<file path="src/rtl/op_uram_drain.sv">
// Drains NUM_URAM banks of URAM in bank-major order into an AXI-Stream master.
// Read issue is credit-limited so returning data always fits in the skid FIFO.
//
// state | meaning
// IDLE  | waiting for start
// ISSUE | issuing reads, limited by in-flight plus FIFO credit
// DRAIN | all reads issued, waiting for the last beat to handshake
// DONE  | one-cycle done pulse
module op_uram_drain #(
    parameter int NUM_URAM        = 64,
    parameter int URAM_ADDR_WIDTH = 14,
    parameter int READ_LATENCY    = 3,
    parameter int FIFO_DEPTH      = 8
) (
    input  logic                       clk,
    input  logic                       rst,
    input  logic                       start,
    input  logic [URAM_ADDR_WIDTH:0]   rd_len,
    output logic [NUM_URAM-1:0]        uram_enb,
    output logic [NUM_URAM-1:0]        uram_doutb_valid,
    output logic [URAM_ADDR_WIDTH-1:0] uram_addrb,
    input  logic [15:0]                uram_doutb,
    output logic [15:0]                m_axis_tdata,
    output logic                       m_axis_tvalid,
    input  logic                       m_axis_tready,
    output logic                       m_axis_tlast,
    output logic                       busy,
    output logic                       done
);
    localparam int BW  = (NUM_URAM > 1) ? $clog2(NUM_URAM) : 1;
    localparam int IFW = $clog2(READ_LATENCY + 1);
    localparam int PW  = $clog2(FIFO_DEPTH);
    localparam int CW  = PW + 1;

    typedef enum logic [1:0] {IDLE, ISSUE, DRAIN, DONE} state_t;

    state_t                     state;
    logic [BW-1:0]              bank;
    logic [URAM_ADDR_WIDTH-1:0] addr;
    logic [URAM_ADDR_WIDTH-1:0] addr_hold;
    logic [URAM_ADDR_WIDTH:0]   len;
    logic [IFW-1:0]             in_flight;
    logic [NUM_URAM-1:0]        vld_sr [READ_LATENCY];
    logic [READ_LATENCY-1:0]    last_sr;
    logic [16:0]                fifo_mem [FIFO_DEPTH];
    logic [PW-1:0]              wr_ptr;
    logic [PW-1:0]              rd_ptr;
    logic [CW-1:0]              fifo_count;

    logic credit;
    logic addr_wrap;
    logic issue_last;
    logic issue;
    logic ret;
    logic ret_last;
    logic pop;

    assign credit     = (32'(in_flight) + 32'(fifo_count)) < 32'(FIFO_DEPTH);
    assign addr_wrap  = ({1'b0, addr} == (len - 1'b1));
    assign issue_last = addr_wrap && (bank == BW'(NUM_URAM - 1));
    assign issue      = !rst && (state == ISSUE) && credit;
    assign ret        = |vld_sr[READ_LATENCY-1];
    assign ret_last   = last_sr[READ_LATENCY-1];
    assign pop        = m_axis_tvalid && m_axis_tready;

    assign uram_enb         = issue ? (NUM_URAM'(1) << bank) : '0;
    assign uram_addrb       = rst ? '0 : (issue ? addr : addr_hold);
    assign uram_doutb_valid = rst ? '0 : vld_sr[READ_LATENCY-1];
    assign m_axis_tvalid    = !rst && (fifo_count != '0);
    assign m_axis_tdata     = fifo_mem[rd_ptr][15:0];
    assign m_axis_tlast     = m_axis_tvalid && fifo_mem[rd_ptr][16];
    assign busy             = !rst && (state != IDLE);
    assign done             = !rst && (state == DONE);

    always_ff @(posedge clk) begin
        if (rst) begin
            state     <= IDLE;
            bank      <= '0;
            addr      <= '0;
            addr_hold <= '0;
            len       <= '0;
        end else begin
            if (issue) begin
                addr_hold <= addr;
                if (addr_wrap) begin
                    addr <= '0;
                    if (!issue_last) bank <= bank + 1'b1;
                end else begin
                    addr <= addr + 1'b1;
                end
            end
            case (state)
                IDLE: begin
                    if (start) begin
                        len   <= rd_len;
                        bank  <= '0;
                        addr  <= '0;
                        state <= (rd_len == '0) ? DONE : ISSUE;
                    end
                end
                ISSUE: begin
                    if (issue && issue_last) state <= DRAIN;
                end
                DRAIN: begin
                    if (in_flight == '0 && fifo_count == CW'(1) && pop && m_axis_tlast)
                        state <= DONE;
                end
                DONE:    state <= IDLE;
                default: state <= IDLE;
            endcase
        end
    end

    // Enable and last-word tag ride the same pipeline as the bank read latency.
    always_ff @(posedge clk) begin
        if (rst) begin
            for (int i = 0; i < READ_LATENCY; i++) vld_sr[i] <= '0;
            last_sr <= '0;
        end else begin
            vld_sr[0]  <= uram_enb;
            last_sr[0] <= issue && issue_last;
            for (int i = 1; i < READ_LATENCY; i++) begin
                vld_sr[i]  <= vld_sr[i-1];
                last_sr[i] <= last_sr[i-1];
            end
        end
    end

    always_ff @(posedge clk) begin
        if (rst) begin
            in_flight <= '0;
        end else begin
            case ({issue, ret})
                2'b10:   in_flight <= in_flight + 1'b1;
                2'b01:   in_flight <= in_flight - 1'b1;
                default: in_flight <= in_flight;
            endcase
        end
    end

    always_ff @(posedge clk) begin
        if (ret) fifo_mem[wr_ptr] <= {ret_last, uram_doutb};
    end

    always_ff @(posedge clk) begin
        if (rst) begin
            wr_ptr     <= '0;
            rd_ptr     <= '0;
            fifo_count <= '0;
        end else begin
            if (ret) wr_ptr <= wr_ptr + 1'b1;
            if (pop) rd_ptr <= rd_ptr + 1'b1;
            case ({ret, pop})
                2'b10:   fifo_count <= fifo_count + 1'b1;
                2'b01:   fifo_count <= fifo_count - 1'b1;
                default: fifo_count <= fifo_count;
            endcase
        end
    end
endmodule
</file>
<file path="config.mk">
export PLATFORM = sky130hd
export DESIGN_NAME = op_uram_drain
export DESIGN_NICKNAME = d
export VERILOG_FILES = /design/src/rtl/op_uram_drain.sv
export SDC_FILE = /design/constraint.sdc
export NUM_CORES = 1
export LEC_CHECK = 0
export CORE_MARGIN = 1.5
export CORE_UTILIZATION = 55
export DETAILED_ROUTE_END_ITERATION = 7
export PLACE_DENSITY = 0.87
export SKIP_CTS_REPAIR_TIMING = 1
export SLEW_MARGIN = 20
export SYNTH_ARGS = -nofsm -noshare
export SYNTH_HDL_FRONTEND = slang
export SYNTH_SLANG_ARGS = --single-unit
</file>
<file path="constraint.sdc">
create_clock -name clk -period 3.56 [get_ports clk]
set_input_delay 0.712 -clock clk [delete_from_list [all_inputs] [get_ports clk]]
set_output_delay 0.712 -clock clk [all_outputs]
set_load 0.005 [all_outputs]
</file>
; ---- After elaboration in Yosys (flattened, before gate mapping)
; Memories as Yosys holds them, arrays and structs flattened. A register that Yosys moved wholly into a read port is not among the register bits.
; Cells that the tools add are included.
[word_totals]
mem_count = 2
ff_bits = 66
mem_bits_rw = 328
elab_cells = 93
[memory_table]
columns = memory, depth, word_bits, rd, rd_clocked_by_memory_dff, write_ports, line_no
row1 = vld_sr, 3, 64, 3, 0, 3, 43  ; logic [NUM_URAM-1:0] vld_sr [READ_LATENCY];
row2 = fifo_mem, 8, 17, 1, 1, 1, 45  ; logic [16:0] fifo_mem [FIFO_DEPTH];
[classes]
add_sub_neg = 10
n_bitwise = 3
order_cmp = 1
eq_ne = 13
shifts = 1
reduce_logical = 23
muxes = 30
[ops]
columns = cell, n
row1 = $mux W64, 5
row2 = $mux W14, 6
row3 = $reduce_or A64 Y1, 1
row4 = $shl A1 B6 Y64 const A, 1
row5 = $mux W6, 5
row6 = $eq A14 B15 Y1, 1
row7 = $logic_not A15 Y1, 1
row8 = $sub A15 B1 Y15 const B, 1
row9 = $add A14 B1 Y14 const B, 1
row10 = $logic_and A1 B1 Y1, 12
row11 = $eq A2 B2 Y1 const B, 4
row12 = $mux W2, 4
row13 = $pmux W2 S4, 1
row14 = $pmux W4 S2, 1
row15 = $add A3 B1 Y3 const B, 2
row16 = $add A6 B1 Y6 const B, 1
row17 = $eq A2 B1 Y1 const B, 3
row18 = $eq A6 B6 Y1 const B, 1
row19 = $mux W3, 2
row20 = $reduce_bool A2 Y1, 3
row21 = $add A2 B4 Y5, 1
row22 = $lt A5 B4 Y1 const B, 1
row23 = $mux W1, 5
row24 = $add A4 B1 Y4 const B, 1
row25 = 13 further kinds, 17

; ---- Longest topological paths before layout
; Gate-level depths: netlist (run 1).
[logic_depth]
depth_word = 8
ltp_mapped = 12
mapped_depth_nobuf = 9

; ---- Worst setup path after synthesis (run 1)
; No wires, ideal clock.
[synth_path]
path_kind = reg-to-output
from = reg fifo_count[1]
to = out uram_enb[56]
arrival_ns = 2.116
path_stages_with_launch = 10
path_buffers = 3
slack_ns = 0.732
cell_sequence = dfxtp_1 ha_1 and3_1 o21ai_0 and3_1 clkbuf_1 clkbuf_1 nand4_1 clkbuf_1 nor2_1
[synth_between]
elab_chain_cells = 4
[synth_lines]
columns = item, line_no
row1 = from (decl), 48  ; logic [CW-1:0] fifo_count;
row2 = from (signal assigned), 154  ; 2'b10: fifo_count <= fifo_count + 1'b1;
row3 = from (signal assigned), 155  ; 2'b01: fifo_count <= fifo_count - 1'b1;
row4 = from (signal assigned), 156  ; default: fifo_count <= fifo_count;
row5 = $add A2 B4 Y5, 58  ; assign credit = (32'(in_flight) + 32'(fifo_count)) < 32'(FIFO_DEPTH);
row6 = $lt A5 B4 Y1, 58
row7 = $logic_and A1 B1 Y1, 61  ; assign issue = !rst && (state == ISSUE) && credit;
row8 = $mux W64, 66  ; assign uram_enb = issue ? (NUM_URAM'(1) << bank) : '0;
row9 = to (decl), 19  ; output logic [NUM_URAM-1:0] uram_enb,
; Every way passes these cells.

; ---- Final worst setup path (run 1)
[layout_path]
from = reg in_flight[1]
to = out uram_enb[27]
[layout_between]
elab_chain_cells = 4
[layout_lines]
columns = item, line_no
row1 = from (decl), 42  ; logic [IFW-1:0] in_flight;
row2 = from (signal assigned), 134  ; 2'b10: in_flight <= in_flight + 1'b1;
row3 = from (signal assigned), 135  ; 2'b01: in_flight <= in_flight - 1'b1;
row4 = from (signal assigned), 136  ; default: in_flight <= in_flight;
row5 = $add A2 B4 Y5, 58
row6 = $lt A5 B4 Y1, 58
row7 = $logic_and A1 B1 Y1, 61
row8 = $mux W64, 66
; Every way passes these cells.

==> results of run 1 <==
-- registers in the layout (all words and copies together), names as in the netlist, named ones only --
register    cells
fifo_mem      136
in_flight       2
addr_hold      14
last_sr         3
len            15
vld_sr        192
addr           14
rd_ptr          3
wr_ptr          3
fifo_count      4
state           2
bank            6
-- cell usage after synthesis (2+ instances only) --
master	number	area, sq um
nand4_1	12	75.07
mux4_2	34	765.7
o21ai_0	8	40.04
a211oi_1	4	30.03
and2_1	2	12.51
nor4b_1	2	17.52
a21oi_1	40	200.2
and4_1	2	17.52
o31ai_1	4	30.03
nand2_1	92	345.3
nor2b_1	198	1239
o41ai_1	2	17.52
nand3b_1	2	15.01
dfxtp_1	261	5225
mux2_2	16	180.2
a221oi_1	2	17.52
inv_1	19	71.32
or4_1	5	37.54
o21a_1	2	15.01
o31a_1	3	26.28
nor4_1	26	162.7
buf_2	3	15.01
nor3b_1	4	30.03
ha_1	20	250.2
and3_1	4	25.02
buf_1	8	30.03
nor3_1	14	70.07
a32oi_1	2	17.52
or2_2	4	25.02
nor2_1	174	653.1
o211ai_1	2	15.01
edfxtp_1	136	4084
or3_1	8	50.05
xor2_1	16	140.1
xnor2_1	16	140.1
mux2i_1	4	40.04
clkbuf_1	60	225.2
nand3_1	13	65.06
nand2b_1	8	50.05
-- worst max-delay path: stages, from the launching register on --
cell,delay (ps)
dfxtp_1,330
ha_1,290
and3_1,170
o21ai_1,110
and3_4,220
buf_8,150
nand3_4,100
or2_4,300
nor2_1,120
clkdlybuf4s50_1,530
-- stage by stage --
stage | TNS, ps | cell area [sq um] | util
3_5_place_dp | 0 | 16980 | 0.6516
4_1_cts | -8981 | 18350 | 0.7041
5_1_grt | -1864 | 18690 | 0.7173
2_1_floorplan | 0 | 14630 | -
3_3_place_gp | 0 | 16980 | 0.6516
6_report | 0 | 18690 | 0.7173
-- layout by cell type (no fill, tap or decap), drive strengths merged, types with 9 or more instances in the layout --
cell and instances:
a21oi 40, edfxtp 136, mux2 16, inv 23, nand2 92, nand4 13
clkbuf 52, ha 20, nor3 14, nand3 14, clkdlybuf4s50 164, xnor2 16
nor2b 198, nor2 174, dlymetal6s2s 31, buf 35, clkinv 9, mux4 34
xor2 16, dfxtp 261, nor4 27
-- worst max path at each step --
stage	startpoint	end	slack, ps	cells past startpoint
detailed placement	rst	uram_enb[47]	260	8
floorplan	fifo_count[1]$_SDFFE_PP0P_	uram_enb[56]	730	9
CTS	fifo_count[1]$_SDFFE_PP0P_	uram_enb[43]	-290	9
finish	in_flight[1]$_SDFFE_PP0P_	uram_enb[27]	7	9
global route	in_flight[1]$_SDFFE_PP0P_	uram_enb[40]	-140	10
global placement	rst	uram_enb[40]	330	8
-- metal layers --
metal  up-vias  global-route usage  routed length (um)  part of all wire
met2       333              0.4361               17960              0.52
li1       4673                   -                   -                 -
met1      4712              0.2912               13280              0.38
met3        72             0.05124                2368             0.069
met5         -                   0                   0                 0
met4         0             0.07756                 948             0.027
-- layout make-up --
class,count,area share
Sequential cell,397,0.4981
Multi-Input combinational cell,764,0.2758
Timing Repair Buffer,230,0.1266
Clock buffer,52,0.06044
Tap cell,335,0.02242
Clock inverter,19,0.01278
Inverter,19,0.003815
-- logic make-up after synthesis --
family	share of synthesized area
mux	0.06738
compound gates	0.03344
xor+xnor	0.01915
flops	0.6362
simple gates	0.2034
buf+inv	0.02335
fa+ha+maj	0.01710
-- report_power, final --
group	total, uW	internal (uW)	switching, uW
Clock	4300	2610	1690
Sequential	4820	4750	77.4
Combinational	935	407	528
Total	10100	7770	2290
==> results_dict.tcl, run 1 <==
set metrics [dict create \
    status "completed" \
    hold_viol 0 \
    synth_edf_count 136 \
    nets 1507 \
    drc 0 \
    setup_viol 0 \
    synth_nets 1304 \
    rsz0062_at_grt "true" \
    critPathCaptureType "output pin" \
    synthesis.area_sq_um 14630 \
    syn_area_per_cell_sq_um 11.71 \
    path_clk_slew_ps 60 \
    dp_slack_ps 262.3 \
    fin_skew_ps 18.63 \
    numCtsBuffers 40 \
    drt-pass1-iter-count 7 \
    synthArstFlopShare 0 \
    min_period_over_period 0.9981 \
    drv_slew 0 \
    fp.dieW_um 166.1 \
    r2r-start "len[0]$_SDFFE_PP0P_" \
    clock_latency_ps 530 \
    max_slew_margin 0.2935 \
    drv_cap 0 \
    power_uw 10060 \
    dieArea_sq_um 27590 \
    cts_buffer_depth 3 \
    ff_latch_area_sq_um 9311 \
    via_per_inst 5.391 \
    fin_crit_ps 3553 \
    dp_hpwl_um 21400 \
    coreArea_sq_um 26060 \
    rows 59 \
    placedCellCount 1732 \
    ys_seq_elements 397 \
    antenna_found_initial 0 \
    drt.antenna.violating_nets 0 \
    root_buffer "clkbuf_16" \
    whs_ps 428.3 \
    start_kind "flip-flop" \
    place.gp.congestion 0.8810 \
    grt_pass1_vias 9589 \
    r2r-end "addr[2]$_SDFF_PP0_" \
    die_h_um 166.1 \
    synth.distinct_cells 56 \
    grt_first_pass_wirelength_um 52270 \
    ys_seq_area_frac 0.6362 \
    min_delay_path_depth 1 \
    r2r_cells 9 \
    drt_wl_total_um 34550 \
    synth-warning-count 0 \
    final_cells 1816 \
    portBuffers 196 \
    pin_count 197 \
    cts_tree "done" \
    fmax_mhz 281.4 \
    path_class "reg -> out" \
    fillerInstances 1654 \
    hp-class "reg -> reg" \
    ir_drop_mv 0.3629 \
    grt_start_max_net_pins 214 \
    cts.sinks 397 \
    htreeDepth 2 \
    drtIter0Drc 689 \
    overflow 0 \
    vias 9790 \
    min_from "vld_sr[0][60]$_SDFF_PP0_" \
    initial_core_util 0.5615 \
    syn2layout_area_growth_pct 27.76 \
    leakagePower_uw 0.006993 \
    critical_path_arrival_ps 2840 \
    multi_input_area_sq_um 5156 \
    regToRegSetupSlack_ps 380 \
    p_per_area_nw_per_um2 538.2 \
    worstMarginPinSlew_ps 1059 \
    num_antenna_cells 0 \
    grt_usage 0.2429 \
    drive_above_1_share 0.1283 \
    hold_end "vld_sr[0][124]$_SDFF_PP0_" \
    setup_ws_ps 6.620 \
    wl_per_cell_um 19.03 \
    ys.flop_type "dfxtp_1" \
    crit_fanout 9 \
    netlist_instances 1249 \
    cp_data_required_time_ps 2850 \
]
Note: power is estimated with default switching activity, not from simulation.
==> run 2: changes to the inputs <==
Settings changed: CAP_MARGIN from default to 20.
==> results of run 2 <==
The final DEF is identical to that of run 1; final timing and power are the same.
==> run 3: changes to the inputs <==
Settings changed: HOLD_SLACK_MARGIN from default to 0.06.
==> results of run 3 <==
The final DEF is identical to that of run 1; final timing and power are the same.
